==> src/rtl/demux_pkg.sv <==
// Shared constants and width helpers for the 1-to-N demux with per-channel FIFOs.
package demux_pkg;

    localparam int DEF_DATA_WIDTH = 2;
    localparam int DEF_N_OUT      = 2;
    localparam int DEF_FIFO_DEPTH = 4;
    localparam int DEF_MODE_RR    = 0;

    // Selector width is max(1, clog2(n)).
    function automatic int sel_width(input int n);
        return (n > 2) ? $clog2(n) : 1;
    endfunction

    // Count needs one extra bit so that a full FIFO is distinguishable from an empty one.
    function automatic int cnt_width(input int depth);
        return $clog2(depth) + 1;
    endfunction

endpackage

==> src/rtl/demux_1_a_n_fifo_if.sv <==
// Handshake and data bundle between an upstream producer/consumer and the demux.
interface demux_1_a_n_fifo_if
    import demux_pkg::*;
#(
    parameter int DATA_WIDTH = DEF_DATA_WIDTH,
    parameter int N_OUT      = DEF_N_OUT
);
    localparam int SEL_W = sel_width(N_OUT);

    logic                        valid_in;
    logic [DATA_WIDTH-1:0]       data_in;
    logic [SEL_W-1:0]            selector;
    logic                        ready_in;
    logic [N_OUT-1:0]            valid_out;
    logic [N_OUT*DATA_WIDTH-1:0] data_out;
    logic [N_OUT-1:0]            pop;
    logic [N_OUT-1:0]            full;
    logic                        err_sel;
    logic [N_OUT-1:0]            err_pop;

    modport master (
        output valid_in, data_in, selector, pop,
        input  ready_in, valid_out, data_out, full, err_sel, err_pop
    );

    modport slave (
        input  valid_in, data_in, selector, pop,
        output ready_in, valid_out, data_out, full, err_sel, err_pop
    );

endinterface

==> src/rtl/demux_fifo_channel.sv <==
// Single-channel FIFO: head word visible one cycle after the push edge, zero when empty.
// Pushes while full are ignored; pops while empty only set the sticky err_pop flag.
module demux_fifo_channel
    import demux_pkg::*;
#(
    parameter int DATA_WIDTH = DEF_DATA_WIDTH,
    parameter int FIFO_DEPTH = DEF_FIFO_DEPTH
) (
    input  logic                  clk,
    input  logic                  reset_L,
    input  logic                  push,
    input  logic [DATA_WIDTH-1:0] wr_dat,
    input  logic                  pop,
    output logic                  valid,
    output logic [DATA_WIDTH-1:0] rd_dat,
    output logic                  full,
    output logic                  err_pop
);
    localparam int CNT_W = cnt_width(FIFO_DEPTH);
    localparam int PTR_W = CNT_W - 1;

    logic [DATA_WIDTH-1:0] mem [FIFO_DEPTH];
    logic [PTR_W-1:0]      wr_ptr;
    logic [PTR_W-1:0]      rd_ptr;
    logic [CNT_W-1:0]      count;
    logic                  do_push;
    logic                  do_pop;

    assign valid   = (count != '0);
    assign full    = (count == CNT_W'(FIFO_DEPTH));
    assign do_push = push & ~full;
    assign do_pop  = pop & valid;
    assign rd_dat  = valid ? mem[rd_ptr] : '0;

    // Storage carries no reset; the count gates every read so stale words never leak out.
    always_ff @(posedge clk) begin
        if (do_push) begin
            mem[wr_ptr] <= wr_dat;
        end
    end

    always_ff @(posedge clk or negedge reset_L) begin
        if (!reset_L) begin
            wr_ptr  <= '0;
            rd_ptr  <= '0;
            count   <= '0;
            err_pop <= 1'b0;
        end else begin
            if (do_push) begin
                wr_ptr <= wr_ptr + PTR_W'(1);
            end
            if (do_pop) begin
                rd_ptr <= rd_ptr + PTR_W'(1);
            end
            case ({do_push, do_pop})
                2'b10:   count <= count + CNT_W'(1);
                2'b01:   count <= count - CNT_W'(1);
                default: count <= count;
            endcase
            err_pop <= err_pop | (pop & ~valid);
        end
    end

endmodule

==> src/rtl/demux_1_a_n_fifo.sv <==
// Routes each accepted word to one of N_OUT FIFOs (by selector or round-robin); 1-cycle latency.
// ready_in drops when the target FIFO is full; out-of-range selectors are accepted and dropped.
module demux_1_a_n_fifo
    import demux_pkg::*;
#(
    parameter int DATA_WIDTH = DEF_DATA_WIDTH,
    parameter int N_OUT      = DEF_N_OUT,
    parameter int FIFO_DEPTH = DEF_FIFO_DEPTH,
    parameter int MODE_RR    = DEF_MODE_RR
) (
    input  logic               clk,
    input  logic               reset_L,
    demux_1_a_n_fifo_if.slave  bus
);
    localparam int SEL_W = sel_width(N_OUT);

    logic [SEL_W-1:0]            rr_ptr;
    logic [SEL_W-1:0]            target;
    logic                        sel_ok;
    logic                        tgt_full;
    logic                        ready;
    logic                        accept;
    logic                        err_sel;
    logic [N_OUT-1:0]            push_vec;
    logic [N_OUT-1:0]            valid_vec;
    logic [N_OUT-1:0]            full_vec;
    logic [N_OUT-1:0]            err_pop_vec;
    logic [N_OUT*DATA_WIDTH-1:0] data_flat;

    // ready_in is derived from registered full flags only, never from pop in the same cycle.
    always_comb begin
        target   = (MODE_RR != 0) ? rr_ptr : bus.selector;
        sel_ok   = (MODE_RR != 0) || (int'(bus.selector) < N_OUT);
        tgt_full = 1'b0;
        for (int k = 0; k < N_OUT; k++) begin
            if (target == SEL_W'(k)) begin
                tgt_full = full_vec[k];
            end
        end
        ready  = reset_L & (~sel_ok | ~tgt_full);
        accept = bus.valid_in & ready;
        push_vec = '0;
        for (int k = 0; k < N_OUT; k++) begin
            push_vec[k] = accept & sel_ok & (target == SEL_W'(k));
        end
    end

    // rr_ptr moves only on accept, so a full target stalls the stream instead of skipping it.
    always_ff @(posedge clk or negedge reset_L) begin
        if (!reset_L) begin
            rr_ptr  <= '0;
            err_sel <= 1'b0;
        end else begin
            if ((MODE_RR != 0) && accept) begin
                rr_ptr <= (rr_ptr == SEL_W'(N_OUT - 1)) ? '0 : rr_ptr + SEL_W'(1);
            end
            err_sel <= err_sel | (bus.valid_in & ~sel_ok);
        end
    end

    for (genvar k = 0; k < N_OUT; k++) begin : g_ch
        demux_fifo_channel #(
            .DATA_WIDTH (DATA_WIDTH),
            .FIFO_DEPTH (FIFO_DEPTH)
        ) u_ch (
            .clk     (clk),
            .reset_L (reset_L),
            .push    (push_vec[k]),
            .wr_dat  (bus.data_in),
            .pop     (bus.pop[k]),
            .valid   (valid_vec[k]),
            .rd_dat  (data_flat[k*DATA_WIDTH +: DATA_WIDTH]),
            .full    (full_vec[k]),
            .err_pop (err_pop_vec[k])
        );
    end

    assign bus.ready_in  = ready;
    assign bus.valid_out = valid_vec;
    assign bus.data_out  = data_flat;
    assign bus.full      = full_vec;
    assign bus.err_sel   = err_sel;
    assign bus.err_pop   = err_pop_vec;

endmodule

==> src/flat_wrapper.sv <==
// flat-port wrapper written by rule: the top's interface ports become plain ports
module demux_1_a_n_fifo_flat import demux_pkg::*;
#(
    parameter int DATA_WIDTH = DEF_DATA_WIDTH,
    parameter int N_OUT      = DEF_N_OUT,
    parameter int FIFO_DEPTH = DEF_FIFO_DEPTH,
    parameter int MODE_RR    = DEF_MODE_RR
)
  (clk, reset_L, bus_valid_in, bus_data_in, bus_selector, bus_pop, bus_ready_in, bus_valid_out, bus_data_out, bus_full, bus_err_sel, bus_err_pop);
  demux_1_a_n_fifo_if #(.DATA_WIDTH(DATA_WIDTH), .N_OUT(N_OUT)) bus_i ();
  input  logic clk;
  input  logic reset_L;
  input wire logic [$bits(bus_i.valid_in)-1:0] bus_valid_in;
  input wire logic [$bits(bus_i.data_in)-1:0] bus_data_in;
  input wire logic [$bits(bus_i.selector)-1:0] bus_selector;
  input wire logic [$bits(bus_i.pop)-1:0] bus_pop;
  output wire logic [$bits(bus_i.ready_in)-1:0] bus_ready_in;
  output wire logic [$bits(bus_i.valid_out)-1:0] bus_valid_out;
  output wire logic [$bits(bus_i.data_out)-1:0] bus_data_out;
  output wire logic [$bits(bus_i.full)-1:0] bus_full;
  output wire logic [$bits(bus_i.err_sel)-1:0] bus_err_sel;
  output wire logic [$bits(bus_i.err_pop)-1:0] bus_err_pop;
  assign bus_i.valid_in = bus_valid_in;
  assign bus_i.data_in = bus_data_in;
  assign bus_i.selector = bus_selector;
  assign bus_i.pop = bus_pop;
  assign bus_ready_in = bus_i.ready_in;
  assign bus_valid_out = bus_i.valid_out;
  assign bus_data_out = bus_i.data_out;
  assign bus_full = bus_i.full;
  assign bus_err_sel = bus_i.err_sel;
  assign bus_err_pop = bus_i.err_pop;
  demux_1_a_n_fifo #(.DATA_WIDTH(DATA_WIDTH), .N_OUT(N_OUT), .FIFO_DEPTH(FIFO_DEPTH), .MODE_RR(MODE_RR)) u_core (.clk(clk), .reset_L(reset_L), .bus(bus_i));
endmodule
==> config.mk <==
export PLATFORM = sky130hd
export DESIGN_NAME = demux_1_a_n_fifo_flat
export DESIGN_NICKNAME = d
export VERILOG_FILES = /design/src/rtl/demux_pkg.sv /design/src/rtl/demux_1_a_n_fifo_if.sv /design/src/rtl/demux_fifo_channel.sv /design/src/rtl/demux_1_a_n_fifo.sv /design/src/flat_wrapper.sv
export SDC_FILE = /design/constraint.sdc
export NUM_CORES = 1
export LEC_CHECK = 0
export CORE_MARGIN = 5
export CORE_UTILIZATION = 40
export CTS_CLUSTER_SIZE = 16
export DETAILED_ROUTE_END_ITERATION = 7
export GPL_ROUTABILITY_DRIVEN = 0
export HOLD_SLACK_MARGIN = 0.03
export PLACE_DENSITY_LB_ADDON = 0.15
export RECOVER_POWER = 100
export SLEW_MARGIN = 5
export SYNTH_ARGS = -nofsm -noshare
export SYNTH_HDL_FRONTEND = slang
export SYNTH_HIERARCHICAL = 1
export SYNTH_SLANG_ARGS = --single-unit
export TNS_END_PERCENT = 20
==> constraint.sdc <==
create_clock -name clk -period 4.1 [get_ports clk]
set_input_delay 1.025 -clock clk [delete_from_list [all_inputs] [get_ports clk]]
set_output_delay 1.025 -clock clk [all_outputs]
set_load 0.1 [all_outputs]
==> impl_metrics.tcl <==
set metrics [dict create \
    drt_iter0_markers 12 \
    die_area_um2 5260 \
    final_core_util_pct 50.9 \
    synthFlopType "edfxtp_1" \
    grt_max_degree 18 \
    synth_area_leaders "edfxtp_1, dfrtp_1, ha_1" \
    synth.distinct_cells 24 \
    ctsHoldBuffers 0 \
    finalNonFillerCells 185 \
    synth_fp_nets 133 \
    avgSynthCellArea_um2 13.9 \
    cts-root-buf "clkbuf_8" \
    ys_seq_area_share_pct 56.3 \
    syn-instance-count 113 \
    grt_overflow 0 \
    rsz0062_at_grt "false" \
    cts_setup_buffers 0 \
    yosysTopAreaCell "edfxtp_1" \
    drv_slew 0 \
    ctsResizeCount 0 \
    antenna_found_initial 0 \
    clk_path_buf_depth 2 \
    hold_start "u_core/g_ch[1].u_ch/err_pop" \
    worstMarginPinSlew_ns 1.16 \
    die_h_um 72.6 \
    cts_inserted_buffers 5 \
    totalWireLength_mm 2.31 \
    r2r_start "u_core/g_ch[0].u_ch/count[2]" \
    h-tree-depth 2 \
    placementRows 22 \
    remaining_drc_errors 0 \
    path_class "flop to primary output" \
    r2r_cells 8 \
    fin_crit_ns 3.40 \
    whs_ns 0.471 \
    synth_edf_count 16 \
    areaGrowthSynthToFinish_pct 20.8 \
    drtPass1Iterations 2 \
    num_antenna_cells 0 \
    fin_skew_ns 0.00400 \
    synth.cell_area_um2 1570 \
    nets 156 \
    num-fill-cells 318 \
    design.core.area_um2 3720 \
    post_drt_wl_per_cell_um 12.5 \
    fp.dieW_um 72.6 \
    crit_path_max_fanout 4 \
    min_to "u_core/g_ch[1].u_ch/err_pop" \
    grt_pass1_wl_mm 3.91 \
    worstPathArrival_ns 2.38 \
    hpwl_mm 1.81 \
    synth_seq_cells 32 \
    ios 20 \
    fmax_mhz 294 \
    clk_pin_slew_ns 0.07 \
    r2r_setup_slack_ns 1.84 \
    clock_latency_ns 0.28 \
    via_per_inst 4.49 \
    reg2reg_to "u_core/g_ch[0].u_ch/count[1]" \
    relSlewSlack_pct 23.1 \
    drive_gt1_share_pct 17.5 \
    dpl.cell_count 177 \
    initial_utilization_pct 42.1 \
    vias 831 \
    hold_violations 0 \
    grt_util_all_layers_pct 10.1 \
    finalSetupTns_ns 0 \
    synth_warnings 6 \
    startpoint_type "flop" \
    portBuffers 18 \
    grt_pass1_vias 873 \
    worstHoldPathType "flop to flop" \
    tritoncts "done" \
    cts.sinks 32 \
    cap_violations 0 \
    synth_top_area_share_pct 30.7 \
    crit_required_ns 3.07 \
    hold_depth 1 \
    finalSetupViolCount 0 \
    outcome "finished clean" \
    ant_nets 0 \
    worstSetupEndpointType "primary output" \
    fin_crit_sh_pct 83.0 \
    synthArstFlopShare_pct 50.0 \
]
-- worst max path at each step --
stage,depth (start not counted),from,end
after floorplan,3,u_core/g_ch[1].u_ch/count[0],bus_ready_in
after global placement,11,reset_L,u_core/g_ch[0].u_ch/count[2]
after detailed placement,11,reset_L,u_core/g_ch[1].u_ch/count[2]
after CTS,3,u_core/g_ch[1].u_ch/rd_ptr[0],bus_data_out[2]
after global routing,3,u_core/g_ch[0].u_ch/rd_ptr[0],bus_data_out[0]
final,3,u_core/g_ch[1].u_ch/rd_ptr[0],bus_data_out[2]
-- layer usage --
layer / vias to the layer above / share of wire, % / GRT usage (%)
met2: 14 / 49 / 15.2
li1: 415 / - / -
met5: - / 0 / 0
met1: 400 / 45 / 12.1
met4: 0 / 0.78 / 4.30
met3: 2 / 5.7 / 5.12
-- worst max-delay path: stages (launching register included) --
cell and delay [ns]:
dfrtp_1 0.44, mux4_2 0.35, and2_1 0.11, dlygate4sd3_1 1.20
-- state kept, by name (all words and copies together), names as in the netlist --
register and cells:
u_core/g_ch.u_ch/count 6, u_core/g_ch.u_ch/mem 16, u_core/g_ch.u_ch/rd_ptr 4, u_core/g_ch.u_ch/err_pop 2, u_core/g_ch.u_ch/wr_ptr 4
-- kinds of logic (layout without fill, tap and decap cells) --
family          Yosys count  in the layout  share of synthesized area [%]
flops                    32             32                           56.3
mux                       9              9                           9.11
xor+xnor                 12             12                           6.71
other cells               1              1                          0.240
simple gates             28             28                           11.7
buf+inv                  17             41                           4.48
fa+ha+maj                12             12                           10.6
compound gates            2              2                          0.959
-- cells in the final DEF (no fill, tap or decap), drive strengths merged --
cell type and count:
dfrtp 16, edfxtp 16, and2 15, inv 14, dlygate4sd3 13, ha 10, clkbuf 9, xnor2 6
xor2 6, mux4 4, mux2i 3, nor3b 3, clkdlybuf4s50 2, or3 2, nor2b 2, o21bai 2
mux2 2, nand3 2, nor2 2, fa 2, buf 2, clkinvlp 1, nand2 1, nor3 1
conb 1
-- cell type report --
| type | instances | area, µm² | share of cell area (%) |
|---|---|---|---|
| flip-flops and latches | 32 | 881 | 46.6 |
| multi-input cells | 64 | 618 | 32.7 |
| repair buffers | 19 | 185 | 9.79 |
| clock buffers | 7 | 86.3 | 4.57 |
| well taps | 48 | 60.1 | 3.18 |
| inverters | 14 | 52.6 | 2.78 |
| clock inverters | 1 | 7.51 | 0.397 |
-- metrics by stage --
stage          area [µm²]  setup slack (ns)
3_3_place_gp         1810             0.879
6_report             1890             0.696
3_5_place_dp         1810             0.821
5_1_grt              1890             0.607
2_1_floorplan        1580             0.646
4_1_cts              1900             0.673
-- cell usage after synthesis, types with 3 or more instances --
cell type,instances
inv_1,14
dfrtp_1,16
and2_2,8
nor3b_1,3
mux4_2,4
edfxtp_1,16
xnor2_1,6
xor2_1,6
and2_1,5
ha_1,10
mux2i_1,3
Power is not shown: default switching activity piles up to over one toggle a cycle in this logic, so the estimate is an artifact.
